==> src/rtl/alu_bist.sv <==
// Built-in self-test initiator for the 32-bit ALU: sweeps small operands, then corner vectors,
// compares ALU outputs against an internal reference and reports pass/fail and the first failure.
module alu_bist #(
  parameter int unsigned SWEEP_BITS    = 5,
  parameter int unsigned SETTLE_CYCLES = 1,
  parameter int unsigned ERR_W         = 16
) (
  input  logic             clk,
  input  logic             rst_n,
  input  logic             start,
  output logic             busy,
  output logic             done,
  output logic             pass,
  output logic [31:0]      alu_x,
  output logic [31:0]      alu_y,
  output logic [2:0]       alu_op,
  input  logic [31:0]      alu_z,
  input  logic             alu_equal,
  input  logic             alu_overflow,
  input  logic             alu_zero,
  output logic [ERR_W-1:0] err_count,
  output logic             first_err_valid,
  output logic [2:0]       first_err_op,
  output logic [31:0]      first_err_x,
  output logic [31:0]      first_err_y,
  output logic [31:0]      first_err_z
);

  localparam int unsigned N_SWEEP = 1 << (2 * SWEEP_BITS + 3);
  localparam int unsigned N_VEC   = N_SWEEP + 64;
  localparam int unsigned IDX_W   = $clog2(N_VEC);
  localparam int unsigned SET_W   = $clog2(SETTLE_CYCLES + 1);

  typedef enum logic [2:0] {S_IDLE, S_APPLY, S_WAIT, S_CHECK, S_DONE} state_t;

  state_t           r_state;
  logic [IDX_W-1:0] r_idx;
  logic [SET_W-1:0] r_settle;
  logic             r_busy, r_done, r_pass;
  logic [31:0]      r_alu_x, r_alu_y;
  logic [2:0]       r_alu_op;
  logic [ERR_W-1:0] r_err;
  logic             r_fv;
  logic [2:0]       r_fop;
  logic [31:0]      r_fx, r_fy, r_fz;

  logic [5:0]       w_bidx;
  logic [31:0]      w_vx, w_vy;
  logic [2:0]       w_vop;
  logic [31:0]      w_sum, w_dif, w_exp_z;
  logic             w_exp_ov, w_mismatch;

  // Vector generator: index -> (x, y, op); sweep first, then op-major corner table
  always_comb begin
    w_bidx = 6'(r_idx - IDX_W'(N_SWEEP));
    w_vx   = '0;
    w_vy   = '0;
    w_vop  = r_idx[2:0];
    if (r_idx < IDX_W'(N_SWEEP)) begin
      w_vx = 32'(r_idx >> (SWEEP_BITS + 3));
      w_vy = 32'((r_idx >> 3) & IDX_W'((1 << SWEEP_BITS) - 1));
    end else begin
      w_vop = w_bidx[5:3];
      case (w_bidx[2:0])
        3'd0:    begin w_vx = 32'h0C0000FF; w_vy = 32'h0C0000FF; end
        3'd1:    begin w_vx = 32'h00000000; w_vy = 32'h00000000; end
        3'd2:    begin w_vx = 32'hFFFFFFFF; w_vy = 32'hFFFFFFFF; end
        3'd3:    begin w_vx = 32'h55555555; w_vy = 32'hAAAAAAAA; end
        3'd4:    begin w_vx = 32'h80000006; w_vy = 32'h80000001; end
        3'd5:    begin w_vx = 32'h80000000; w_vy = 32'h80000000; end
        3'd6:    begin w_vx = 32'h55555555; w_vy = 32'h7FFFFFFF; end
        default: begin w_vx = 32'h80000006; w_vy = 32'h7FFFFFFE; end
      endcase
    end
  end

  // Reference ALU on the currently applied vector
  always_comb begin
    w_sum    = r_alu_x + r_alu_y;
    w_dif    = r_alu_x - r_alu_y;
    w_exp_ov = 1'b0;
    case (r_alu_op)
      3'd0: w_exp_z = r_alu_x & r_alu_y;
      3'd1: begin
        w_exp_z  = w_sum;
        w_exp_ov = (r_alu_x[31] == r_alu_y[31]) && (w_sum[31] != r_alu_x[31]);
      end
      3'd2: begin
        w_exp_z  = w_dif;
        w_exp_ov = (r_alu_x[31] != r_alu_y[31]) && (w_dif[31] != r_alu_x[31]);
      end
      3'd3:    w_exp_z = {31'b0, $signed(r_alu_x) < $signed(r_alu_y)};
      3'd4:    w_exp_z = r_alu_x >> r_alu_y[4:0];
      3'd5:    w_exp_z = r_alu_x << r_alu_y[4:0];
      3'd6:    w_exp_z = $unsigned($signed(r_alu_x) >>> r_alu_y[4:0]);
      default: w_exp_z = '0;
    endcase
    w_mismatch = (alu_z != w_exp_z)
               || (alu_equal != (r_alu_x == r_alu_y))
               || (alu_overflow != w_exp_ov)
               || (alu_zero != (w_exp_z == 32'd0));
  end

  // Sequencer: apply -> settle -> check per vector
  always_ff @(posedge clk or negedge rst_n) begin
    if (!rst_n) begin
      r_state  <= S_IDLE;
      r_idx    <= '0;
      r_settle <= '0;
      r_busy   <= 1'b0;
      r_done   <= 1'b0;
      r_pass   <= 1'b0;
      r_alu_x  <= '0;
      r_alu_y  <= '0;
      r_alu_op <= '0;
      r_err    <= '0;
      r_fv     <= 1'b0;
      r_fop    <= '0;
      r_fx     <= '0;
      r_fy     <= '0;
      r_fz     <= '0;
    end else begin
      case (r_state)
        S_IDLE, S_DONE: begin
          if (start) begin
            r_err   <= '0;
            r_fv    <= 1'b0;
            r_fop   <= '0;
            r_fx    <= '0;
            r_fy    <= '0;
            r_fz    <= '0;
            r_done  <= 1'b0;
            r_pass  <= 1'b0;
            r_busy  <= 1'b1;
            r_idx   <= '0;
            r_state <= S_APPLY;
          end
        end
        S_APPLY: begin
          r_alu_x  <= w_vx;
          r_alu_y  <= w_vy;
          r_alu_op <= w_vop;
          r_settle <= SET_W'(SETTLE_CYCLES);
          r_state  <= S_WAIT;
        end
        S_WAIT: begin
          r_settle <= r_settle - SET_W'(1);
          if (r_settle == SET_W'(1)) r_state <= S_CHECK;
        end
        S_CHECK: begin
          if (w_mismatch) begin
            if (r_err != '1) r_err <= r_err + ERR_W'(1);
            if (!r_fv) begin
              r_fv  <= 1'b1;
              r_fop <= r_alu_op;
              r_fx  <= r_alu_x;
              r_fy  <= r_alu_y;
              r_fz  <= alu_z;
            end
          end
          if (r_idx == IDX_W'(N_VEC - 1)) begin
            r_busy  <= 1'b0;
            r_done  <= 1'b1;
            r_pass  <= (r_err == '0) && !w_mismatch;
            r_state <= S_DONE;
          end else begin
            r_idx   <= r_idx + IDX_W'(1);
            r_state <= S_APPLY;
          end
        end
        default: r_state <= S_IDLE;
      endcase
    end
  end

  assign busy            = r_busy;
  assign done            = r_done;
  assign pass            = r_pass;
  assign alu_x           = r_alu_x;
  assign alu_y           = r_alu_y;
  assign alu_op          = r_alu_op;
  assign err_count       = r_err;
  assign first_err_valid = r_fv;
  assign first_err_op    = r_fop;
  assign first_err_x     = r_fx;
  assign first_err_y     = r_fy;
  assign first_err_z     = r_fz;

endmodule

==> config.mk <==
export PLATFORM = sky130hd
export DESIGN_NAME = alu_bist
export DESIGN_NICKNAME = d
export VERILOG_FILES = /design/src/rtl/alu_bist.sv
export SDC_FILE = /design/constraint.sdc
export NUM_CORES = 1
export LEC_CHECK = 0
export BUFFER_PORTS_ARGS = -buffer_cell sky130_fd_sc_hd__buf_2
export CORE_ASPECT_RATIO = 0.8
export CORE_MARGIN = 2
export CORE_UTILIZATION = 25
export CTS_CLUSTER_DIAMETER = 80
export DETAILED_ROUTE_END_ITERATION = 8
export GPL_TIMING_DRIVEN = 0
export PLACE_DENSITY = 0.41
export SKIP_CTS_REPAIR_TIMING = 1
export SYNTH_ARGS = -nofsm -noshare
export SYNTH_HDL_FRONTEND = slang
export SYNTH_SLANG_ARGS = --single-unit
==> constraint.sdc <==
create_clock -name clk -period 6.35 [get_ports clk]
set_clock_uncertainty 0.05 [all_clocks]
set_input_delay 0.3175 -clock clk [delete_from_list [all_inputs] [get_ports clk]]
set_output_delay 0.3175 -clock clk [all_outputs]
set_load 0.005 [all_outputs]
==> results.md, run 1 <==
Critical path:
- The kind of launch point of the worst setup path is a register.
- The worst setup path is of the reg -> reg kind.
- The critical path goes through clkbuf_2 > clkinvlp_4 > clkbuf_1 > clkbuf_2 > ha_1 > buf_2 > nor3_1 > a2111oi_2 > o2111ai_1 > o2111ai_1 > o31a_1 > buf_2 > a21oi_1 > a2111o_1 > nor4_1 > nand4_1 > nor4b_4 > buf_4 > a21o_1 > buf_6 > buf_6 > a22o_1.
- The family with the most delay on the worst path is buffers and inverters.
- The count of cells along the worst register-to-register path is 22.
- The critical register-to-register path startpoint is alu_y[3].
- In this run the number of cells on the critical path is 22.
- The worst path arrival time is 6.37 ns.
- Following the worst setup path forward leads to its endpoint at first_err_z[20].
- The cell with the biggest individual delay on the critical path is a2111oi_2.
- The required time of the worst setup path is 6.67 ns.
- Setup slack on the worst reg-to-reg path comes out at 0.31 ns.
- In this run the critical register-to-register path is captured at first_err_z[20].
- The biggest cell delay along the critical path is 0.47 ns.
- The start point of the critical path is alu_y[3].
- The element type at the critical path end is a register.
- In this run the worst path has a maximum fanout of 10.
- The number of buffer and inverter stages on the critical path is 9.

Yosys:
- The synthesized area divided by synthesized cell count is 8.11 sq um.
- By area, the combinational part of the netlist is dominated by compound AO/OA/AOI/OAI gates.
- The number of nets handed over by synthesis was 1480.
- The largest total area in the synthesized netlist belongs to dfrtp_1.
- The count of flip-flops with a built-in enable after synthesis is 0.
- The gate count of the mapped netlist is 1412.
- The portion of synthesized area spent on multiplexers is 0.0530.
- The xor-xnor portion of the synthesized cell area is 0.0283.
- The area share of the leading cell type in the synthesized netlist is 0.254.
- The number of warnings issued by yosys is 0.
- The number of different library cells used by synthesis comes to 94.
- After synthesis, the most frequently instantiated cells are dfrtp_1 (116), o21ai_0 (114), nand2_1 (98).
- Synthesis inferred 116 register bits.
- Yosys instantiated no cell more often than dfrtp_1.
- Of all flip-flops after synthesis, the portion carrying an async set or reset was 1.00.
- The area fraction in compound gates after synthesis is 0.299.
- In the synthesized netlist the dominant register cell turns out to be dfrtp_1.
- Of the total synthesized cell area, the portion taken by AND, OR, NAND and NOR gates is 0.210.
- The share of the Yosys chip area taken by registers is 0.254.
- The adder-cell area share of the yosys netlist is 0.0341.
- The netlist area before placement is 11400 sq um.
- Sorting the synthesized cells by area gives the leading types as dfrtp_1 (25%), buf_4 (6.0%), o21ai_0 (5.0%).

Power and ir drop:
- In this run the static leakage power is 0.00633 uW.
- The power density over cell area is 355 nW/um^2.
- The maximum resistive drop on vdd is 215 uV.

STA:
- Across all hold checks on the routed design, the worst slack comes to 0.0784 ns.
- Setup repair after global routing left no endpoint under its margin.
- The clock period minus final worst setup slack is 6.04 ns.
- The max-slew violation count is 0.
- The number of setup violations in the final report is 0.
- The share of the clock period used by the worst path is 0.952.
- The tightest slew margin relative to the limit is 0.137.
- The number of hold violations in the final report came to 0.
- Timing would allow up to 165 MHz.
- For the pin with the worst max-slew slack, the measured transition is 1.29 ns.

Floorplanning:
- The die is 243 microns wide.
- 224 I/O pins were placed.
- The vertical die dimension is 195 microns.
- For this configuration, the core starts out at a cell density of 0.252.
- The initialized floorplan defines 70 standard-cell rows.
- The floorplan step defined a die boundary enclosing 47500 sq um.
- The placeable core region is 45500 sq um.

Placed design:
- The number of port buffers is 223.
- The last weighted congestion value of the routability-driven placer is 0.984.
- Detailed placement finished with a half-perimeter wire length of 45000 microns.

Clock network:
- The tree is rooted in a clkbuf_16.
- The clock reaches the later pin of the worst-skew pair after 0.46 ns.
- In this run the deepest clock path goes through 2 buffers.
- The clock-pin slew on the worst setup and hold paths is 0.06 ns.
- Clock tree synthesis inserted a total of 17 buffers.
- CTS saw 116 sinks.
- TritonCTS built the clock tree.
- The H-tree generated during clock tree synthesis spans 4 levels.

Status:
- The flow ran to the end, and the final reports show no timing, DRC or antenna violations.

Global route:
- Summed over all layers, the global routing overflow is 0.
- The number of global-route vias before repair is 12000.
- The global-route total usage across every layer is 0.239.
- The first global-routing pass estimated 84600 microns of wire.
- The pin count of the biggest net entering global routing is 69.
- The initial antenna violation count is 0.

Route:
- In the routed layout, each cell is associated on average with a via count of 5.62.
- The first detailed-routing pass ran for 5 iterations.
- The detail route stage leaves a number of antenna-violating nets equal to 0.
- After detailed routing, the average wire length per cell comes to 25.3 microns.
- The total via count in the routed design is 12800.
- The routed design has 57800 microns of wire.
- After detailed routing, the number of remaining DRC violations is 0.
- In this run, the number of DRC markers left after iteration 0 of detailed routing was 1412.

Cells and area:
- Relative to the synthesized area, the layout overhead comes to 22.8%.
- The utilization of the core after routing is 0.309.
- The number of diodes added for antenna fixing is 0.
- The count of nets after finishing is 1727.
- Of the cells placed in the final design, the portion with a size suffix greater than 1 is 0.270.

Hold path:
- In this run the worst hold path is classified as in -> reg.

Job:
- The tool flagged a number of max-cap violations equal to 0.
worst register-to-register path, stage by stage (launching register included):
cell and delay [ns]:
dfrtp_1 0.41, clkbuf_2 0.30, clkinvlp_4 0.28, clkbuf_1 0.34, clkbuf_2 0.35, ha_1 0.35
buf_2 0.18, nor3_1 0.09, a2111oi_2 0.47, o2111ai_1 0.26, o2111ai_1 0.19, o31a_1 0.33
buf_2 0.28, a21oi_1 0.11, a2111o_1 0.40, nor4_1 0.18, nand4_1 0.19, nor4b_4 0.27
buf_4 0.22, a21o_1 0.12, buf_6 0.22, buf_6 0.19, a22o_1 0.14
report_power, final:
part | leakage (uW) | total (uW) | internal [uW] | switching (uW)
sequential | 0.00156 | 1040 | 884 | 155
combinational | 0.00447 | 2930 | 965 | 1970
clock | 0.000292 | 1020 | 620 | 395
total | 0.00633 | 4990 | 2470 | 2520
per-layer routing:
| layer | GRT usage | share of wire | up-vias |
|---|---|---|---|
| li1 | - | - | 5742 |
| met1 | 0.345 | 0.46 | 6363 |
| met2 | 0.363 | 0.44 | 654 |
| met3 | 0.0463 | 0.075 | 88 |
| met4 | 0.0620 | 0.023 | 0 |
| met5 | 0 | 0 | - |
flip-flops by register name, summed over array words and instances (netlist names):
name and cells:
err_count 16, first_err_x 10, r_state 3, first_err_y 10, first_err_op 3, pass 1, r_idx 14, first_err_z 32
alu_x 10, alu_y 10, r_settle 1, done 1, busy 1, first_err_valid 1, alu_op 3
layout make-up:
class / instances / area, sq um
sequential: 116 / 2900
clock buffer: 18 / 429
inverter: 42 / 161
fill: 4892 / 31400
multi-input combinational: 1051 / 7180
clock inverter: 14 / 179
timing repair buffer: 228 / 1190
buffer: 203 / 1240
tap: 612 / 766
cell families after synthesis:
family	count (synthesis)
compound gates	486
xor+xnor	37
fa+ha+maj	30
buf+inv	245
flops	116
mux	49
simple gates	449
cells in the final DEF (no fill, tap or decap), drive strengths merged, types with 14 or more instances in the layout:
master	count
and3	18
buf	362
nand4	16
nor2b	23
clkbuf	86
nor2	88
o22ai	16
nand2b	30
nand2	98
dfrtp	116
inv	40
a31oi	21
xor2	18
a21oi	69
a22o	59
xnor2	19
nor3	47
o211ai	26
ha	28
a211oi	14
nand3	41
mux2i	28
o21ai	124
o2111ai	14
worst min path at each step:
stage / from / endpoint / slack, ns / depth (start not counted)
floorplan: rst_n / alu_op[0] / -0.03 / 0
global route: start / r_state[2] / 0.07 / 3
detailed placement: rst_n / first_err_y[2] / 0.25 / 1
CTS: rst_n / first_err_y[2] / -0.24 / 1
global placement: busy / busy / 0.43 / 1
finish: start / r_state[2] / 0.08 / 3
per-stage QoR:
step	total power, uW	std cells	setup slack [ns]	setup TNS, ns	area (sq um)
after global placement	3930	2247	-0.396	-22.75	13300
after CTS	4940	2280	-0.441	-25.58	14000
after global routing	5290	2284	0.0472	0	14100
after floorplan	2800	1412	1.63	0	11400
final	4990	2284	0.307	0	14100
after detailed placement	3890	2248	-0.403	-23.01	13400
No activity file was read; power rests on OpenSTA's default activity.
==> run 2: changes to the inputs <==
- GPL_TIMING_DRIVEN: 0 -> 1
==> run 2 against run 1 <==
Net effect:
- utilization fell by 2.0 points
- critical endpoint is now first_err_z[28]
- power fell by 2.3%
- clock-buffer cell count down 1
- sequential power up 4%
- worst hold slack gained 0.0013 ns
- register-to-register slack better by 0.13 ns
- sequential share of layout area grew 1.5 points
- die area unchanged
- clock power about the same
==> results.md, run 2 (synthesis gave the netlist of run 1 again) <==
Placed design:
- Input and output buffers added on the ports amount to 223.
- Routability-driven placement finished with a final weighted congestion of 1.01.
- After legalization and detailed placement, the total HPWL measured 38900 microns.
- Once placement completed, the tool counted placed cells totaling 2094.

Route:
- The detail-routed via count per cell is 5.67.
- For this run, design rule violations remaining after detail routing come to 0.
- The total via count in the routed design is 12100.
- The detailed router finished its first iteration with 1305 violations.
- The first-pass detailed-route iteration total is 5.
- In this run the remaining antenna-violating nets after routing total 0.
- The total wire length is 52000 microns.
- The wire length per cell after detailed routing is 24.5 microns.

Cells and area:
- The library cell used most frequently in the layout, excluding fill and tap cells, is buf_2.
- The share of post-route cells with drive strength above 1 is 0.242.
- Compared with the post-synthesis result, the final layout area differs by 14.9%.
- The final layout contains 1570 nets.
- 0 antenna diodes ended up in the layout.
- The filler cells instantiated in the layout total 4919.
- The number of flip-flops under the largest register name is 32.
- Excluding fillers, the count of instances in the completed layout stands at 2127.
- The top cell types in the final layout, fill and taps aside, are buf_2 (222), o21ai_0 (114), dfrtp_1 (112).

Power and ir drop:
- The share of total power dissipated in sequential elements is 0.221.
- Dividing total power by cell area gives a power density of 371 nW/um^2.
- Summed over all nets, the switching power comes to 2430 uW.
- The maximum resistive drop on vdd is 199 uV.
- The analysis attributes to cell leakage a power of 0.00576 uW.
- The share of total power dissipated in combinational logic is 0.564.
- The internal power component is 2440 uW.
- Of the total power, the share spent switching nets is 0.499.
- Of the total power, the clock network draws 0.216.

Clock network:
- The number of clock sinks is 116.
- The H-tree was split into 4 levels.
- The master cell of the clock root buffer is clkbuf_16.
- The clock latency of the later-clocked register in the worst-skew pair is 0.46 ns.
- Clock tree synthesis inserted a total of 17 buffers.
- The CTS tree is yes.
- In this run the deepest clock path goes through 2 buffers.
- The clock-pin slew on the worst setup and hold paths is 0.07 ns.

Critical path:
- At the worst endpoint, the required time is 6.63 ns.
- The endpoint of the worst register-to-register path is first_err_z[28].
- In this design, the stage delay of the slowest critical-path cell is 0.77 ns.
- The worst path arrival time is 6.19 ns.
- Traced cell by cell, the critical path runs through inv_1 > ha_1 > nand4_1 > o21ai_0 > a21oi_1 > and4_1 > nor3_2 > o21ai_0 > xor2_1 > a2111oi_2 > nand4_1 > nor4b_4 > nor2_4 > buf_12 > a22o_1.
- STA classifies the critical path endpoint as a register.
- The worst setup path is launched from a register.
- The critical path class is reg -> reg.
- The critical register-to-register path startpoint is alu_y[30].
- The maximum fanout count along the critical path is 39.
- The cell with the biggest individual delay on the critical path is ha_1.
- Counting cells, the worst reg-to-reg path comes to 15.
- The slack of the worst reg-to-reg path is 0.44 ns.

Global route:
- Entering global routing, the biggest net connects 76 pins.
- The global-route total usage across every layer is 0.216.
- The first-pass GRT wire length is 77500 microns.
- The initial antenna violation count was 0.
- The number of global-route vias before repair is 11400.
- The remaining global-route overflow is 0.

Hold path:
- The worst min-delay path class is in -> reg.
- The worst hold path startpoint is start.
- The worst hold path cell count is 3.
- The end of the worst hold path is r_state[2].

STA:
- The fmax is 169 MHz.
- The clock period minus final worst setup slack is 5.91 ns.
- The share of the clock period used by the worst path is 0.931.
- The tightest slew margin relative to the limit is 0.289.
- Setup violations remaining at the end of the flow were counted as 0.
- The max-slew violation count is 0.
- Setup repair after global routing left no endpoint under its margin.
- The number of hold violations in the final report is 0.
- At the pin with the least slew margin, the transition time is 1.06 ns.
- The setup TNS after final layout is 0 ns.

Floorplanning:
- In this run the standard cell core region covers 45500 sq um.
- The vertical die dimension is 195 microns.
- Pin placement for this block handled 224 I/O pins.
- The number of rows created at floorplan is 70.
- The die is 243 microns wide.
- The total die area is 47500 sq um.
- The effective utilization at floorplan is 0.252.

Job:
- Across the run, the number of max-cap violations was 0.

Status:
- The flow ran to the end, and the final reports show no timing, DRC or antenna violations.
-- run 2: cell type report --
class                   count  area, sq um  share of cell area
clock inverters            15          193              0.0146
repair buffers            274         1550               0.117
inverters                  42          158              0.0120
clock buffers              17          425              0.0323
multi-input cells        1051         7160               0.544
well taps                 612          766              0.0582
flip-flops and latches    116         2910               0.221
-- run 2: worst max path at each step --
stage / start / slack (ns) / to / depth (start not counted)
floorplan: alu_y[3] / 1.63 / first_err_x[30] / 19
global placement: alu_y[30] / 0.70 / first_err_y[1] / 15
detailed placement: alu_y[30] / 0.62 / first_err_z[28] / 15
CTS: alu_y[30] / 0.58 / first_err_z[28] / 15
global route: alu_y[30] / 0.25 / first_err_z[17] / 15
finish: alu_y[30] / 0.44 / first_err_z[28] / 15
-- run 2: stage by stage --
step,cell area (sq um),power (uW),worst slack (ns),util,hold WS (ns)
finish,13200,4880,0.440,0.289,0.0797
global route,13200,5170,0.245,0.289,0.0721
CTS,13100,4840,0.579,0.289,-0.0878
detailed placement,12500,3760,0.620,0.276,0.402
global placement,12500,3780,0.704,0.276,0.391
floorplan,11400,2800,1.63,-,-0.0281
-- run 2: worst max-delay path, delay by kind of cell (launching register included) --
kind	cells	cell delay [ns]
AND/OR/NAND/NOR	6	2.25
AO/OA/AOI/OAI	5	1.42
adder cells (fa/ha/maj)	1	0.77
flip-flops	1	0.60
buffers and inverters	2	0.38
XOR/XNOR	1	0.24
-- run 2: routing by layer --
layer  up-vias  wire, microns  global-route usage
met5         -              0                   0
met4         0           1510              0.0729
met3        94           4240              0.0526
met2       581          22400               0.313
met1      5974          23800               0.309
li1       5418              -                   -
-- run 2: power groups by stage --
stage / clock network (uW) / logic (uW) / registers, uW
after floorplan: 0 / 1780 / 1020
after global placement: 0 / 2700 / 1090
after detailed placement: 0 / 2680 / 1080
after CTS: 1080 / 2690 / 1070
after global routing: 1110 / 2960 / 1100
final: 1050 / 2750 / 1080
==> run 3: changes to the inputs <==
- ABC_AREA: unset -> 1
- PLACE_DENSITY: 0.41 -> unset
- PLACE_DENSITY_LB_ADDON: unset -> 0.3
==> run 3 against run 2 <==
Net effect:
- the run now ends with hold timing left
- clock power down 9%
- synthesized area up 0.69%
- flip-flop and latch count unchanged
- register-to-register slack better by 0.82 ns
- critical path depth up 9
- worst hold slack worse by 0.13 ns
- largest cell class unchanged
- first-iteration DRC count up 23%
- design area down 1.2%
- sequential share of layout area up 0.23 points
- final cell count up 25%
- synthesized cell count up 38%
- combinational power up 35%
==> results.md, run 3 <==
Yosys:
- A synthesized cell averages 5.92 sq um.
- The number of different library cells used by synthesis comes to 45.
- The share of synthesized area in the top cell type comes to 0.252.
- The gate count of the mapped netlist is 1948.
- The synthesis-stage register bit count is 116.
- By instance count, the leading cell after synthesis is nand2_1.
- The cell accounting for the most synthesized area is dfrtp_1.
- Of the synthesized area, sequential elements account for 0.252.
- The number of nets in the synthesized netlist is 2016.
- Counting flops with an async set or reset pin after synthesis yields a share of 1.00.
- By count the netlist is led by nand2_1 (721), nor2_1 (185), nand3_1 (184).
- Yosys attributes the largest share of cell area to dfrtp_1 (25%), nand2_1 (23%), nand3_1 (8.0%).
- Among all flip-flop cells after synthesis, the most frequent one is dfrtp_1.
- The count of flip-flops with a built-in enable after synthesis is 0.
- The number of warnings issued by yosys is 0.
- The netlist area before placement is 11500 sq um.

Global route:
- The global-route total usage across every layer is 0.205.
- The total overflow left after global routing is 0.
- Entering global routing, the biggest net connects 75 pins.
- The number of global-route vias before repair is 12100.
- The initial antenna violation count is 1.
- The first-pass GRT wire length is 74900 microns.

Clock network:
- The maximum clock insertion buffer count is 2.
- The clock-pin slew on the worst setup and hold paths is 0.06 ns.
- Clock tree synthesis selected as its root buffer the cell clkbuf_16.
- The total number of H-tree levels is 4.
- The clock latency of the later-clocked register in the worst-skew pair is 0.44 ns.
- The number of clock sinks is 116.
- The TritonCTS buffer count is 17.
- TritonCTS built the clock tree.

Floorplanning:
- In this run the count of I/O pins placed on the die edge is 224.
- The initialized floorplan defines 70 standard-cell rows.
- The die is 244 microns wide.
- The placeable core region is 45600 sq um.
- For this configuration, the core starts out at a cell density of 0.253.
- The die is 196 microns tall.
- The die covers 47800 sq um.

Power and ir drop:
- For this design the ratio of total power to cell area is 444 nW/um^2.
- The leakage power is 0.00749 uW.
- The switching power is 3270 uW.
- Of the total power, the clock network draws 0.166.
- The internal power component is 2500 uW.
- Of the total power, the share spent switching nets is 0.567.
- The portion of total power attributed to sequential cells is 0.189.
- The maximum resistive drop on vdd is 304 uV.
- Of the total power, combinational logic draws 0.645.

STA:
- Setup violations remaining at the end of the flow were counted as 0.
- In the finished design, the share of the clock period the worst path needs comes to 0.801.
- Setup repair after global routing left no endpoint under its margin.
- The worst hold-check slack is -0.0490 ns.
- After layout, the minimum clock period comes to 5.09 ns.
- In the final timing run, aggregate negative setup slack is 0 ns.
- The number of hold violations in the final report was 38.
- The max-slew violation count is 0.
- Static timing analysis puts the maximum clock frequency at 197 MHz.
- At the pin with the least slew margin, the transition time is 1.21 ns.
- In this run the tightest slew margin relative to its limit is 0.188.

Cells and area:
- The utilization of the core after routing is 0.285.
- The count of nets after finishing is 2102.
- Compared with the post-synthesis result, the final layout area differs by 12.8%.
- The register with the most flip-flops in the layout has 32 of them.
- The number of diodes added for antenna fixing is 0.
- Across the whole layout, storage elements account for 2900 sq um.
- Of the cells placed in the final design, the portion with a size suffix greater than 1 is 0.149.
- The count of placed standard cells in the final layout, fillers left out is 2659.
- The fill cell total of the finished layout is 5177.
- Leaving out fill and tap cells, the most frequent cells in the layout are nand2_1 (720), buf_2 (222), nor2_1 (185).
- The most frequent standard cell in the layout excluding fill and tap cells is nand2_1.
- In the final layout, the multi-input gates occupy 6780 sq um.

Critical path:
- The worst setup path is captured at a register.
- STA puts the critical path data required time at 6.62 ns.
- STA puts the critical path data arrival time at 5.36 ns.
- The maximum fanout count along the critical path is 55.
- The worst setup path is launched from a register.
- The critical path in this run is classified as reg -> reg.

Job:
- The tool flagged a number of max-cap violations equal to 0.

Placed design:
- The congestion estimate from routability-driven global placement came to 0.963.
- Port buffering added 223 buffers.
- The HPWL after detailed placement is 38900 microns.
- After detailed placement, the design holds a cell count of 2627.

Route:
- The final layout contains routed wiring with a total length of 49600 microns.
- The detail-routed via count per cell is 4.99.
- The first detailed-routing pass took 6 iterations.
- The final route contains 13300 vias.
- The post-detailed-route DRC marker count is 0.
- The first routing iteration left 1599 violations.
- Once detail routing completed, the nets flagged for antenna violations numbered 0.
- In the final routed layout, each cell accounts on average for 18.7 microns.

Hold path:
- The path class of the tightest hold or removal check is in -> async.

Status:
- The run finished, with violations left.
- The checks that failed: hold timing.
-- run 3: logic make-up after synthesis --
family | Yosys count | synth area share
AND/OR/NAND/NOR | 1232 | 0.455
AO/OA/AOI/OAI | 200 | 0.0939
buffers and inverters | 364 | 0.161
XOR/XNOR | 6 | 0.00456
adder cells (fa/ha/maj) | 30 | 0.0339
flip-flops | 116 | 0.252
-- run 3: critical path: stages, from the launching register on --
cell and delay, ns:
dfrtp_1 0.63, ha_1 0.36, fa_1 0.40, inv_1 0.08, nand3_1 0.07, nand2_1 0.20
nand2_1 0.12, nand3_2 0.11, nand2_1 0.05, nand2_1 0.07, nand2_1 0.08, nor2_2 0.43
inv_1 0.12, a21oi_1 0.24, nand2_1 0.09, nor2_1 0.09, nand2_1 0.07, nor2_2 0.15
nand3_1 0.09, nand2_1 0.08, inv_2 0.05, nand2_4 0.37, nand3_4 0.61, nand2_1 0.24
nand2_1 0.07
-- run 3: power groups by stage --
stage	sequential [uW]	combinational (uW)	clock (uW)
2_1_floorplan	1080	2500	0
6_report	1090	3720	958
4_1_cts	1090	3650	986
3_3_place_gp	1090	3650	0
3_5_place_dp	1100	3640	0
5_1_grt	1110	4130	1010
-- run 3: path summary, 6_finish.rpt --
kind                              endpoint  cells after the start  slack (ns)            from
max                         first_err_z[7]                     24        1.26        alu_y[0]
max reg2reg                 first_err_z[7]                     24        1.26        alu_y[0]
min in group clk           first_err_z[24]                      5        0.22       alu_z[24]
max in group asynchronous       r_state[2]                      2        5.09           rst_n
min                        first_err_z[12]                      1       -0.05           rst_n
min reg2reg                 first_err_z[0]                      2        0.42  first_err_z[0]
-- run 3: layout make-up --
class / instances / area share
inverters: 192 / 0.0555
well taps: 612 / 0.0589
repair buffers: 239 / 0.0953
multi-input cells: 1468 / 0.522
clock buffers: 18 / 0.0338
flip-flops and latches: 116 / 0.223
clock inverters: 14 / 0.0114
-- run 3: stage by stage --
stage | setup WS [ns] | instance area (sq um) | total power [uW] | hold WS, ns
2_1_floorplan | 2.69 | 11500 | 3580 | -0.0281
3_3_place_gp | 1.39 | 12400 | 4740 | 0.405
3_5_place_dp | 1.34 | 12400 | 4730 | 0.409
4_1_cts | 1.33 | 13000 | 5720 | -0.0301
5_1_grt | 0.763 | 13000 | 6260 | 0.0233
6_report | 1.26 | 13000 | 5770 | -0.0490
-- run 3: per-layer routing --
layer / part of all wire / GRT usage / up-vias
met4: 0.028 / 0.0639 / 2
met5: 0.00032 / 0 / -
li1: - / - / 6378
met3: 0.097 / 0.0536 / 77
met2: 0.41 / 0.292 / 641
met1: 0.46 / 0.298 / 6170
